### src/rtl/otbn_bignum_mul_seq.sv
// otbn_bignum_mul_seq
//
// Sequencer sitting directly upstream of the OTBN bignum MAC. A start
// handshake kicks off a full 256x256-bit unsigned multiply. The block issues
// the fixed 16-step MULQACC schedule, one 64x64 quarter-word product per
// issued step. It collects the four 128-bit half-words that the MAC shifts out
// of its accumulator and presents the 512-bit product with a one-cycle done
// pulse.
//
// Ports
//   clk_i            in   1    clock
//   rst_ni           in   1    asynchronous active-low reset
//   start_i          in   1    start request, accepted only while ready_o=1
//   op_a_i           in   256  multiplicand A
//   op_b_i           in   256  multiplicand B
//   stall_i          in   1    hold the sequence, no MAC op issued this cycle
//   cancel_i         in   1    abort the sequence (highest priority input)
//   ready_o          out  1    high in IDLE
//   busy_o           out  1    high in RUN
//   done_o           out  1    one-cycle pulse, result_o valid in that cycle
//   result_o         out  512  product A*B
//   mac_operation_o  out  521  MAC operation (mac_bignum_operation_t, packed)
//   mac_en_o         out  1    MAC enable
//   mac_result_i     in   256  MAC adder output for the current operation
//
// mac_operation_o packing, MSB first, matches mac_bignum_operation_t:
//   [520:265] operand_a, [264:9] operand_b, [8:7] operand_a_qw_sel,
//   [6:5] operand_b_qw_sel, [4] wr_hw_sel_upper, [3:2] pre_acc_shift_imm,
//   [1] zero_acc, [0] shift_acc
//
// Build option OTBN_BIGNUM_MUL_SEQ_OPREG_EN: when defined, op_a_i/op_b_i are
// captured on the accepted start so the source may change them afterwards.
// When undefined, the operands pass straight through and the source must hold
// them stable until done_o.

module otbn_bignum_mul_seq (
  input  logic           clk_i,
  input  logic           rst_ni,
  input  logic           start_i,
  input  logic [255:0]   op_a_i,
  input  logic [255:0]   op_b_i,
  input  logic           stall_i,
  input  logic           cancel_i,
  output logic           ready_o,
  output logic           busy_o,
  output logic           done_o,
  output logic [511:0]   result_o,
  output logic [520:0]   mac_operation_o,
  output logic           mac_en_o,
  input  logic [255:0]   mac_result_i
);

  typedef enum logic [1:0] {
    ST_IDLE = 2'd0,
    ST_RUN  = 2'd1,
    ST_DONE = 2'd2
  } state_e;

  state_e       r_state;
  state_e       w_stateNext;
  logic [3:0]   r_step;
  logic [511:0] r_result;
  logic [8:0]   w_ctrl;
  logic [1:0]   w_capIdx;
  logic         w_start;
  logic         w_issue;
  logic [255:0] w_opA;
  logic [255:0] w_opB;
  logic         w_unusedMacHi;

  // Cancel outranks start, so a start in the same cycle as cancel is dropped.
  assign w_start = (r_state == ST_IDLE) & start_i & ~cancel_i;
  assign w_issue = (r_state == ST_RUN) & ~stall_i & ~cancel_i;

  // Only the low half of the adder output is ever captured; the upper half
  // stays inside the MAC accumulator.
  assign w_unusedMacHi = ^mac_result_i[255:128];

  // State register.
  always_ff @(posedge clk_i or negedge rst_ni) begin
    if (!rst_ni) begin
      r_state <= ST_IDLE;
    end else begin
      r_state <= w_stateNext;
    end
  end

  // Next-state logic. RUN leaves only once step 15 has actually been issued.
  always_comb begin
    w_stateNext = r_state;
    if (cancel_i) begin
      w_stateNext = ST_IDLE;
    end else begin
      case (r_state)
        ST_IDLE: if (start_i) w_stateNext = ST_RUN;
        ST_RUN:  if (!stall_i && (r_step == 4'd15)) w_stateNext = ST_DONE;
        ST_DONE: w_stateNext = ST_IDLE;
        default: w_stateNext = ST_IDLE;
      endcase
    end
  end

  // Output logic. The MAC operation is all-zero outside RUN so the MAC sees a
  // quiet bus whenever the sequencer is not driving a multiply.
  always_comb begin
    ready_o         = (r_state == ST_IDLE);
    busy_o          = (r_state == ST_RUN);
    done_o          = (r_state == ST_DONE);
    mac_en_o        = w_issue;
    mac_operation_o = '0;
    if (r_state == ST_RUN) begin
      mac_operation_o = {w_opA, w_opB, w_ctrl};
    end
  end

  // MULQACC schedule. Each entry is
  // {a_qw_sel, b_qw_sel, wr_hw_sel_upper, shift_imm, zero_acc, shift_acc}.
  // Steps are grouped by product weight; the four shift_acc steps close out a
  // 128-bit column and hand its low half to the result register.
  always_comb begin
    w_ctrl = '0;
    case (r_step)
      4'd0:  w_ctrl = {2'd0, 2'd0, 1'b0, 2'd0, 1'b1, 1'b0};
      4'd1:  w_ctrl = {2'd1, 2'd0, 1'b0, 2'd1, 1'b0, 1'b0};
      4'd2:  w_ctrl = {2'd0, 2'd1, 1'b0, 2'd1, 1'b0, 1'b1};
      4'd3:  w_ctrl = {2'd2, 2'd0, 1'b0, 2'd0, 1'b0, 1'b0};
      4'd4:  w_ctrl = {2'd1, 2'd1, 1'b0, 2'd0, 1'b0, 1'b0};
      4'd5:  w_ctrl = {2'd0, 2'd2, 1'b0, 2'd0, 1'b0, 1'b0};
      4'd6:  w_ctrl = {2'd3, 2'd0, 1'b0, 2'd1, 1'b0, 1'b0};
      4'd7:  w_ctrl = {2'd2, 2'd1, 1'b0, 2'd1, 1'b0, 1'b0};
      4'd8:  w_ctrl = {2'd1, 2'd2, 1'b0, 2'd1, 1'b0, 1'b0};
      4'd9:  w_ctrl = {2'd0, 2'd3, 1'b1, 2'd1, 1'b0, 1'b1};
      4'd10: w_ctrl = {2'd3, 2'd1, 1'b0, 2'd0, 1'b0, 1'b0};
      4'd11: w_ctrl = {2'd2, 2'd2, 1'b0, 2'd0, 1'b0, 1'b0};
      4'd12: w_ctrl = {2'd1, 2'd3, 1'b0, 2'd0, 1'b0, 1'b0};
      4'd13: w_ctrl = {2'd3, 2'd2, 1'b0, 2'd1, 1'b0, 1'b0};
      4'd14: w_ctrl = {2'd2, 2'd3, 1'b0, 2'd1, 1'b0, 1'b1};
      4'd15: w_ctrl = {2'd3, 2'd3, 1'b1, 2'd0, 1'b0, 1'b1};
      default: w_ctrl = '0;
    endcase
  end

  // Result half-word written by each capture step.
  always_comb begin
    w_capIdx = 2'd0;
    case (r_step)
      4'd9:    w_capIdx = 2'd1;
      4'd14:   w_capIdx = 2'd2;
      4'd15:   w_capIdx = 2'd3;
      default: w_capIdx = 2'd0;
    endcase
  end

  // Step counter advances only on issued steps, so stalls simply stretch RUN.
  always_ff @(posedge clk_i or negedge rst_ni) begin
    if (!rst_ni) begin
      r_step <= 4'd0;
    end else if (w_start || cancel_i) begin
      r_step <= 4'd0;
    end else if (w_issue) begin
      r_step <= r_step + 4'd1;
    end
  end

  // Product register: cleared on start and cancel, filled one half-word per
  // capture step from the low 128 bits of the MAC adder output.
  always_ff @(posedge clk_i or negedge rst_ni) begin
    if (!rst_ni) begin
      r_result <= '0;
    end else if (w_start || cancel_i) begin
      r_result <= '0;
    end else if (w_issue && w_ctrl[0]) begin
      r_result[128*w_capIdx +: 128] <= mac_result_i[127:0];
    end
  end

  assign result_o = r_result;

`ifdef OTBN_BIGNUM_MUL_SEQ_OPREG_EN
  logic [255:0] r_opA;
  logic [255:0] r_opB;

  // Operand snapshot taken on the accepted start frees the source afterwards.
  always_ff @(posedge clk_i or negedge rst_ni) begin
    if (!rst_ni) begin
      r_opA <= '0;
      r_opB <= '0;
    end else if (w_start) begin
      r_opA <= op_a_i;
      r_opB <= op_b_i;
    end
  end

  assign w_opA = r_opA;
  assign w_opB = r_opB;
`else
  assign w_opA = op_a_i;
  assign w_opB = op_b_i;
`endif

endmodule

### config.mk
export PLATFORM = sky130hd
export DESIGN_NAME = otbn_bignum_mul_seq
export DESIGN_NICKNAME = d
export VERILOG_FILES = /design/src/rtl/otbn_bignum_mul_seq.sv
export SDC_FILE = /design/constraint.sdc
export NUM_CORES = 1
export LEC_CHECK = 0
export CAP_MARGIN = 20
export CORE_AREA = 4 4 697 699
export DETAILED_ROUTE_END_ITERATION = 6
export DIE_AREA = 0 0 701 703
export GPL_TIMING_DRIVEN = 1
export PLACE_DENSITY_LB_ADDON = 0.08
export SYNTH_ARGS = -nofsm -noshare
export SYNTH_HDL_FRONTEND = slang
export SYNTH_SLANG_ARGS = --single-unit
### constraint.sdc
create_clock -name clk_i -period 3.56 [get_ports clk_i]
set_clock_uncertainty 0.2 [all_clocks]
set_input_delay 0.712 -clock clk_i [delete_from_list [all_inputs] [get_ports clk_i]]
set_output_delay 0.712 -clock clk_i [all_outputs]
set_load 0.05 [all_outputs]
==> results of run 1 <==
flip-flops by register name (all words and copies together), names as in the netlist:
name / flops
result_o: 512
r_step: 4
r_state: 2
synth_stat cells, drive strengths merged, types with 2 or more instances:
| cell type | instances | share of area, % |
|---|---|---|
| dfrtp | 518 | 50 |
| and2 | 512 | 12 |
| inv | 266 | 3.8 |
| a31o | 258 | 8.7 |
| a22o | 256 | 8.6 |
| a311oi | 256 | 8.6 |
| clkbuf | 150 | 2.2 |
| buf | 139 | 3.4 |
| nor2 | 14 | 0.20 |
| ha | 11 | 0.53 |
| nand2 | 7 | 0.10 |
| a211oi | 4 | 0.12 |
| a21oi | 3 | 0.058 |
| mux2 | 3 | 0.14 |
| nor4 | 3 | 0.19 |
| o21ai | 3 | 0.058 |
| xnor2 | 3 | 0.10 |
| a31oi | 2 | 0.048 |
| mux2i | 2 | 0.077 |
| nand2b | 2 | 0.048 |
| nor2b | 2 | 0.048 |
| nor3 | 2 | 0.039 |
| nor3b | 2 | 0.058 |
| or2 | 2 | 0.048 |
| or3 | 2 | 0.068 |
path summary, 6_finish.rpt:
| check | from | endpoint | slack [ps] | cells after the start |
|---|---|---|---|---|
| max in group asynchronous | rst_ni | result_o[389] | 1730 | 4 |
| max reg2reg | r_step[0] | result_o[353] | 210 | 12 |
| max | r_state[0] | mac_operation_o[426] | 170 | 6 |
| min | rst_ni | result_o[273] | 280 | 2 |
| min reg2reg | result_o[381] | result_o[381] | 300 | 1 |
| min in group clk_i | result_o[381] | result_o[381] | 300 | 1 |
power breakdown:
| part | switching (mW) | internal [mW] |
|---|---|---|
| clock network | 3.58 | 4.93 |
| logic | 3.92 | 2.46 |
| registers | 0.0652 | 6.00 |
| total | 7.57 | 13.4 |
through the flow:
stage               cell area (um^2)  total power [mW]  instances
global placement               56300              12.6      10359
CTS                            59800              21.6      10520
global route                   60100              21.9      10629
detailed placement             56300              12.5      10359
floorplan                      25900              8.39       2433
finish                         60100              21.0      10656
kinds of logic (layout without fill, tap and decap cells):
group                      count (synthesis)  after routing  share of synthesized area [%]
DFF                                      518            518                           50.0
AOI/OAI and AO/OA                        788            788                           26.5
other                                      1            136                         0.0145
muxes                                      5              5                          0.222
adders and majority gates                 11             11                          0.531
and+or+nand+nor                          552            552                           13.3
buffers and inverters                    555           2243                           9.44
xor gates and xnor gates                   3              3                          0.101
routing by layer:
metal | vias to the layer above | track usage [%] | wire [um]
met4 | 68 | 3.02 | 11000
met2 | 1840 | 29.0 | 207000
met5 | - | 0 | 409
li1 | 12195 | - | -
met3 | 702 | 10.9 | 60500
met1 | 14780 | 12.2 | 107000
worst max-delay path: cells and delay by family, from the launching register on:
kind	cells	cell delay (ps)
simple gates	2	490
flops	1	440
buf+inv	4	750
cell type report:
type	count	area (um^2)
Clock buffer	112	2270
Clock inverter	27	443
Tap cell	6400	8010
Sequential cell	518	13000
Inverter	266	1030
Timing Repair Buffer	1837	24300
Timing Repair inverter	1	11.3
Antenna cell	135	338
Fill cell	54384	418000
Multi-Input combinational cell	1360	10800
repair_timing:
| action | in CTS | in global routing |
|---|---|---|
| endpoints found under the hold margin | 18 | 0 |
| gates cloned | 11 | 0 |
| gates resized for setup | 127 | 4 |
| setup endpoints to repair | 414 | 16 |
| pin swaps | 3 | 1 |
| setup buffers | 10 | 1 |
| hold buffers | 1 | 0 |
cells in the final DEF, fill, tap and decap left out, drive strengths merged, types with 3 or more instances in the layout:
cell type / n
a211oi: 4
a21oi: 3
a22o: 256
a311oi: 256
a31o: 258
and2: 512
buf: 686
bufbuf: 5
bufinv: 6
clkbuf: 112
clkdlybuf4s50: 1145
clkinv: 16
dfrtp: 518
diode: 135
ha: 11
inv: 270
mux2: 3
nand2: 7
nor2: 14
nor4: 3
o21ai: 3
xnor2: 3
==> flow_summary.ini, run 1 <==
[run_status]
outcome = completed

[clock_tree]
cts_buffer_depth = 3
cts_sinks = 518
numCtsBuffers = 78
cts_max_level = 3
cts_tree = yes
clkSlewWorstSetupHoldPaths_ps = 70
clock_latency_ps = 690
cts_root_buffer = clkbuf_16

[critical_path]
crit_fanout = 11
required_ps = 2650
critPathCaptureType = output pin
crit_chain = nand2b_4, inv_16, buf_12, bufbuf_16, and2_2, buf_12
cp_common_cell = buf_12
slowest_delay_ps = 440
cpMaxStageDelayCell = dfrtp_2
cp-start-kind = flop
critPathKind = reg -> out
cp_data_arrival_time_ps = 2480

[final_layout]
drive_gt1_share_pct = 22.2
fin_util_pct = 12.6
syn2layout_area_growth_pct = 132
fin_nets = 4846

[sta]
max_freq_mhz = 295
hold_viol = 0
period_share_pct = 95.3
worst_pin_slew_ps = 840
setup_viol = 0
whs_ps = 285
setup_ws_ps = 168
slew_viol_final = 0
maxSlewHeadroom_pct = 43.8
fin_tns_setup_ps = 0
finalCriticalPeriod_ps = 3390
rsz0062_at_grt = yes

[floorplan]
core-area_mm2 = 0.479
die_h_um = 703
die_x_um = 701
die-area_mm2 = 0.493
ios = 1810
initial_core_util_pct = 5.42
row_count = 254

[route]
vias = 29585
avgViaCountPerCell = 2.78
first_iter_violations = 1647
drc = 0
drtPass1Iterations = 5
antenna_left = 0
routed_wirelength_um = 387000
wl_per_cell_um = 36.3

[power_and_ir_drop]
leakage_nw = 22.2
ir_drop_mv = 0.308
powerDensity_mw_per_mm2 = 349

[yosys]
yosysSeqAreaShare_pct = 50.0
syn_area_mm2 = 0.0259
netlist_instances = 2433
synth_fp_nets = 3217
synth-edff-count = 0
synthFlopType = dfrtp_1
yosys_warnings = 0
syn-mean-instance-area_um2 = 10.7
synth_seq_cells = 518
yosys.cell_types.count = 45
synthArstFlopShare_pct = 100

[grt]
grt_max_degree = 90
grt_overflow = 0
grt_antenna_before_repair = 322
grtUsageTotal_pct = 15.1
grt_pass1_wl_um = 461000
grt_pass1_vias = 30087

[place]
pre_cts_slack_ps = 132
gp_congestion = 0.908
io_buffers = 1680
dp_hpwl_um = 326000

[min_path]
min_path_type = in -> async

[job]
cap_violations = 0
Power figures use the tool's default switching activity.
==> run 2, diff against run 1 <==
--- a/config.mk
+++ b/config.mk
@@ -10,7 +10,7 @@
 export DETAILED_ROUTE_END_ITERATION = 6
 export DIE_AREA = 0 0 701 703
 export GPL_TIMING_DRIVEN = 1
-export PLACE_DENSITY_LB_ADDON = 0.08
+export PLACE_DENSITY = 0.3
 export SYNTH_ARGS = -nofsm -noshare
 export SYNTH_HDL_FRONTEND = slang
 export SYNTH_SLANG_ARGS = --single-unit
==> flow_summary.ini, run 2 (synthesized netlist as in run 1, its figures left out) <==
[critical_path]
worst_r2r_startpoint = r_step[0]
required_ps = 2650
timing.rr.end = result_o[318]
critPathKind = reg -> out
critPathCaptureType = output pin
crit_fanout = 6
cp-start-kind = flop
rrSetupSlack_ps = 210
ff2ff_path_depth = 12
cp_data_arrival_time_ps = 2440

[power_and_ir_drop]
powerDensity_mw_per_mm2 = 332
leakage_nw = 21.9
ir_drop_mv = 0.282

[route]
avgViaCountPerCell = 2.76
routed_wirelength_um = 349000
drtPass1Iterations = 5
antenna_left = 0
vias = 29334
first_iter_violations = 2009
wl_per_cell_um = 32.9
drc = 0

[sta]
setup_viol = 0
max_freq_mhz = 298
maxSlewHeadroom_pct = 36.3
hold_viol = 0
finalCriticalPeriod_ps = 3350
worst_pin_slew_ps = 953
slew_viol_final = 0
fin_tns_setup_ps = 0
whs_ps = 303
rsz0062_at_grt = no
period_share_pct = 94.2

[clock_tree]
cts_buffer_depth = 3
clock_latency_ps = 660
cts_sinks = 518
clkSlewWorstSetupHoldPaths_ps = 60
cts_root_buffer = clkbuf_16
cts_max_level = 3
numCtsBuffers = 71
cts_tree = yes

[grt]
grt_pass1_vias = 30163
grt_antenna_before_repair = 245
grt_pass1_wl_um = 419000
grt_overflow = 0
grt_max_degree = 96
grtUsageTotal_pct = 13.6

[place]
dp_hpwl_um = 302000
gp_congestion = 0.857
io_buffers = 1680

[min_path]
hold_end = result_o[246]
hold-path-cell-count = 1
min_path_type = reg -> reg
worstHoldStart = result_o[246]

[final_layout]
largest_reg_flops = 512
final_common_cell = clkdlybuf4s50_1
fin_nets = 4868
final_cell_mix = 1,093 x clkdlybuf4s50_1, 517 x dfrtp_1, 508 x buf_12, 499 x and2_1, 262 x inv_1
syn2layout_area_growth_pct = 126
drive_gt1_share_pct = 22.2

[floorplan]
initial_core_util_pct = 5.42
ios = 1810
core-area_mm2 = 0.479
row_count = 254
die_x_um = 701
die-area_mm2 = 0.493
die_h_um = 703

[job]
cap_violations = 0

[run_status]
outcome = completed
run 2: power by group:
| group | internal [mW] | switching [mW] |
|---|---|---|
| Clock | 4.04 | 3.16 |
| Combinational | 2.34 | 3.83 |
| Sequential | 6.00 | 0.0778 |
run 2: final cells by class:
cell class | instances | area, um^2
fillers | 54499 | 420000
clock buffers | 99 | 1990
repair buffers | 1867 | 23400
clock inverters | 26 | 280
inverters | 266 | 1010
diodes | 87 | 218
well taps | 6400 | 8010
multi-input cells | 1360 | 10700
flip-flops and latches | 518 | 13000
run 2: timing repair:
item                                    4_1_cts  5_1_grt
endpoints found under the setup margin      298       30
cloned                                        4        0
buffers inserted                             11        0
endpoints found under the hold margin        37        0
gates resized for setup                      26        4
hold buffers                                  1        0
run 2: how the worst max path moves through the flow:
stage,start,endpoint,slack [ps],cells past startpoint
after floorplan,r_step[2],mac_operation_o[8],470,4
after global placement,r_step[1],result_o[188],190,11
after detailed placement,r_step[0],result_o[380],180,11
after CTS,r_step[1],mac_operation_o[4],0.5,7
after global routing,r_step[0],result_o[274],20,12
final,r_step[0],mac_operation_o[8],210,5
run 2: critical path, stage by stage, from the launching register on:
cell and delay [ps]:
dfrtp_1 460, inv_1 170, ha_1 240, a21o_1 180, a211oi_1 450, buf_12 230
run 2: metal layers:
layer | wire [um] | GRT usage, % | share of wire [%]
met1 | 93600 | 10.6 | 27
met2 | 209000 | 29.1 | 60
met3 | 36800 | 6.49 | 11
met4 | 9230 | 2.67 | 2.6
met5 | 691 | 0 | 0.20
run 2: stage by stage:
step / utilization, % / power, mW / setup slack, ps / std cells / instance area (um^2)
after floorplan: - / 8.39 / 471 / 2433 / 25900
after global placement: 11.6 / 12.5 / 187 / 10394 / 55700
after detailed placement: 11.6 / 12.5 / 182 / 10395 / 55700
after CTS: 12.2 / 20.0 / 0.488 / 10536 / 58300
after global routing: 12.2 / 20.3 / 16.8 / 10596 / 58500
final: 12.2 / 19.5 / 205 / 10623 / 58500
